[config.mk]
export PLATFORM = sky130hd
export DESIGN_NAME = xorshift32_step
export DESIGN_NICKNAME = d
export VERILOG_FILES = /design/src/rtl/xorshift_stream_checker_pkg.sv /design/src/rtl/xorshift32_step.sv
export SDC_FILE = /design/constraint.sdc
export NUM_CORES = 1
export LEC_CHECK = 0
export BUFFER_PORTS_ARGS = -buffer_cell sky130_fd_sc_hd__buf_2
export CORE_MARGIN = 2
export CORE_UTILIZATION = 41
export DETAILED_ROUTE_END_ITERATION = 6
export PLACE_DENSITY = 0.92
export SLEW_MARGIN = 20
export SYNTH_ARGS = -nofsm -noshare
export SYNTH_HDL_FRONTEND = slang
export SYNTH_SLANG_ARGS = --single-unit
[constraint.sdc]
create_clock -name vclk -period 1.25
set_clock_uncertainty 0.1 [all_clocks]
set_input_delay 0.0625 -clock vclk [all_inputs]
set_output_delay 0.0625 -clock vclk [all_outputs]
set_load 0.1 [all_outputs]
[src/rtl/xorshift_stream_checker_pkg.sv]
// Shared xorshift32 definitions (a=13, b=17, c=5) for the stream generator and checker.
// Holds the shift constants, the checker state encoding and the combinational step().
package xorshift_stream_checker_pkg;

  localparam int XS_A = 13;
  localparam int XS_B = 17;
  localparam int XS_C = 5;

  typedef logic [1:0] state_t;
  localparam state_t IDLE  = 2'd0;
  localparam state_t CHECK = 2'd1;
  localparam state_t DONE  = 2'd2;

  function automatic logic [31:0] step(input logic [31:0] x);
    logic [31:0] y;
    y = x ^ (x << XS_A);
    y = y ^ (y >> XS_B);
    y = y ^ (y << XS_C);
    return y;
  endfunction

endpackage

[src/rtl/xorshift32_step.sv]
// One combinational xorshift32 step; a thin wrapper so the checker has a single step instance.
module xorshift32_step
  import xorshift_stream_checker_pkg::*;
(
  input  logic [31:0] x,
  output logic [31:0] y
);

  assign y = step(x);

endmodule

==> summary.md, run 1 <==
| Metric | Value |
|---|---|
| Outcome | `stopped before the end` |
| Failed at | `detailed placement (3_5_place_dp)` |
| Stop err | `[ERROR DPL-0038] Utilization greater than 100%, impossible to legalize` |
| Net Count, Synth | `90` |
| Sequential share of the synthesized area | `0` |
| Row count | `15` |
| Syn Area/Cell | `13.3 um^2` |
| Ports | `64` |
| Initial core utilization | `0.441` |
| Synth warn | `0` |
| Post-synthesis cell area | `769 um^2` |
| # port buffers | `64` |
| Netlist cell types | `5` |
| Top-area cell type share of the netlist area | `0.307` |
| Die X | `47.3 um` |
| Area contributors post-synth | `xnor2_1, xor3_1, xnor3_1` |
| Syn Inst Count | `58` |
| Largest area contributor in the netlist | `xnor2_1` |
| Final GP Congestion | `0.782` |
| Die Height | `47.3 um` |
==> cell families after synthesis <==
family / after synthesis / synth area share
XOR/XNOR: 58 / 1.00
==> stage by stage <==
stage	cell area (um^2)	setup TNS [ns]
after floorplan	1280	-1.09
after global placement	2330	-1.61
==> synthesized netlist by cell type <==
| master | instances |
|---|---|
| xor3_2 | 1 |
| xnor3_1 | 8 |
| xor2_1 | 13 |
| xor3_1 | 9 |
| xnor2_1 | 27 |
==> run 2: changes to the inputs <==
Settings changed: CORE_AREA set to 2 2 63 65, CORE_MARGIN 2 to unset, CORE_UTILIZATION 41 to unset, DIE_AREA set to 0 0 65 67, PLACE_DENSITY 0.92 to unset, PLACE_DENSITY_LB_ADDON set to 0.15.
==> run 2 against run 1 <==
Against the previous run:
- the flow now finishes, with violations (setup timing)
- area after synthesis unchanged
- synthesized cell count unchanged
==> summary.md, run 2 <==
| Metric | Value |
|---|---|
| Cell total after placement | `205` |
| DP Wirelength | `2540 um` |
| Grt total ovfl | `0` |
| Worst stage delay on the critical path | `0.43 ns` |
| Row count | `22 (was 15)` |
| Worst-Margin Slew | `0.365 ns` |
| Via/cell ratio | `3.98` |
| Top post-synthesis cells by count | `xnor2_1, xor2_1, xor3_1 (unchanged)` |
| Routed wire length | `3150 um` |
| Detail-routed net length per standard cell | `14.6 um` |
| Area grow syn2layout | `256%` |
| Largest net degree at the start of global routing | `5` |
| Number of remaining DRC errors | `0` |
| First-pass GRT wire length | `4880 um` |
| Syn Area/Cell | `13.3 um^2 (unchanged)` |
| Worst-path maximum fanout | `2` |
| Cell family with most CP delay | `XOR/XNOR gates` |
| Sequential share of the synthesized area | `0 (unchanged)` |
| Net Count, Synth | `90 (unchanged)` |
| Routed Antenna Nets | `0` |
| RSZ-0062 raised after global routing | `true` |
| Vias in the first global route | `990` |
| Final Critical Period | `1.39 ns` |
| Critical path class | `input port to output port` |
| Most frequent cells in the layout | `buf_4, buf_12, buf_6, xnor2_4, buf_2` |
| Peak VDD IR | `0.00139 V` |
| Area contributors post-synth | `xnor2_1, xor3_1, xnor3_1 (unchanged)` |
| Critical Path AT | `1.22 ns` |
| Syn Inst Count | `58 (unchanged)` |
| Core area | `3610 um^2` |
| FF/Latch Area | `0 um^2` |
| Max Cap Viol | `0` |
| FMAX | `0.722 GHz` |
| Hold WC Path Type | `input port to output port` |
| Design Area, Final | `2740 um^2` |
| Violated checks | `setup timing` |
| Pwr Total | `4360 uW` |
| Min-delay src | `x[3]` |
| Slew HR | `0.756` |
| Post-synthesis cell area | `769 um^2 (unchanged)` |
| Number of flip-flops and latches | `0` |
| DP Area | `2350 um^2` |
| DR iter-0 viols | `11` |
| CP max-delay cell | `xor3_1` |
| TritonRoute pass-1 iters | `2` |
| Layout cells sized above 1 | `0.982` |
| Worst path bufs/invs | `3` |
| Initial core utilization | `0.213 (was 0.441)` |
| Setup WS post-layout | `-0.136 ns` |
| Netlist cell types | `5 (unchanged)` |
| Synth warn | `0 (unchanged)` |
| Fin util | `0.760` |
| Die Height | `67 um (was 47.3 um)` |
| Top-area cell type share of the netlist area | `0.307 (unchanged)` |
| Final period util | `1.11` |
| Final Hold Vio Count | `0` |
| Hold buffers post-CTS | `0` |
| PD cells | `1590 nW/um^2` |
| Ports | `64 (unchanged)` |
| Total inserted antenna cells | `0` |
| Outcome | `finished, violations left (was stopped before the end)` |
| Final GP Congestion | `0.791 (was 0.782)` |
| Nets | `201` |
| Die X | `65 um (was 47.3 um)` |
| Die Footprint | `4360 um^2` |
| Global Route Usage Sum | `0.147` |
| Crit end category | `output port` |
| Finished Layout Cells | `215` |
| Pins Over Slew Limit | `0` |
| Leak | `0.00130 uW` |
| Largest area contributor in the netlist | `xnor2_1 (unchanged)` |
| Antenna violations before repair | `0` |
| Via Count | `856` |
| Hold Path End | `y[3]` |
| Clock buf count | `0` |
| Most numerous cell in the Yosys netlist | `xnor2_1 (unchanged)` |
| Leading cell type in the layout, fill and taps excluded | `buf_4` |
| Hold Path Depth | `3` |
| Worst Setup Start Kind | `input port` |
| # port buffers | `64 (unchanged)` |
| Final hold slack | `0.497 ns` |
| Required time of the critical path | `1.09 ns` |
| Crit path cell chain | `buf_6 > xor3_1 > buf_4 > xor3_4 > buf_12` |
| Final setup fails | `7` |
run 2: cell families after synthesis:
family and share of synthesized area:
XOR/XNOR 1.00
run 2: layer usage:
metal	vias to the layer above	wire (um)	track usage
met1	415	1020	0.150
met5	-	0	0
met2	37	1890	0.318
li1	404	-	-
met3	0	237	0.0304
met4	0	0	0
run 2: worst max path at each step:
stage,start,to,slack [ns],cells past startpoint
6_report,x[8],y[8],-0.14,5
5_1_grt,x[8],y[8],-0.18,5
4_1_cts,x[26],y[14],-0.16,4
3_5_place_dp,x[9],y[14],-0.23,4
3_3_place_gp,x[9],y[14],-0.22,4
2_1_floorplan,x[8],y[9],-0.33,2
run 2: cell type report:
cell class / instances / area, um^2
Fill cell: 217 / 867
Multi-Input combinational cell: 58 / 1390
Tap cell: 48 / 60.1
Timing Repair Buffer: 109 / 1290
run 2: tightest hold or removal path, stage by stage:
cell and delay [ns]:
buf_2 0.20, xor2_4 0.11, buf_12 0.16
run 2: power by group:
group / internal [uW] / switching [uW]
clock network: 0 / 0
logic: 1790 / 2570
registers: 0 / 0
total: 1790 / 2570
run 2: repair_timing:
item	4_1_cts	5_1_grt
resized for setup	44	28
pin swaps	13	13
gates cloned	0	0
setup endpoints to repair	18	16
buffers inserted	9	3
run 2: stage by stage:
stage / worst slack (ns) / TNS, ns
after CTS: -0.164 / -0.598
after detailed placement: -0.233 / -2.04
after floorplan: -0.327 / -1.09
after global routing: -0.176 / -0.755
after global placement: -0.219 / -1.77
final: -0.136 / -0.447
Note: power is estimated with default switching activity, not from simulation.
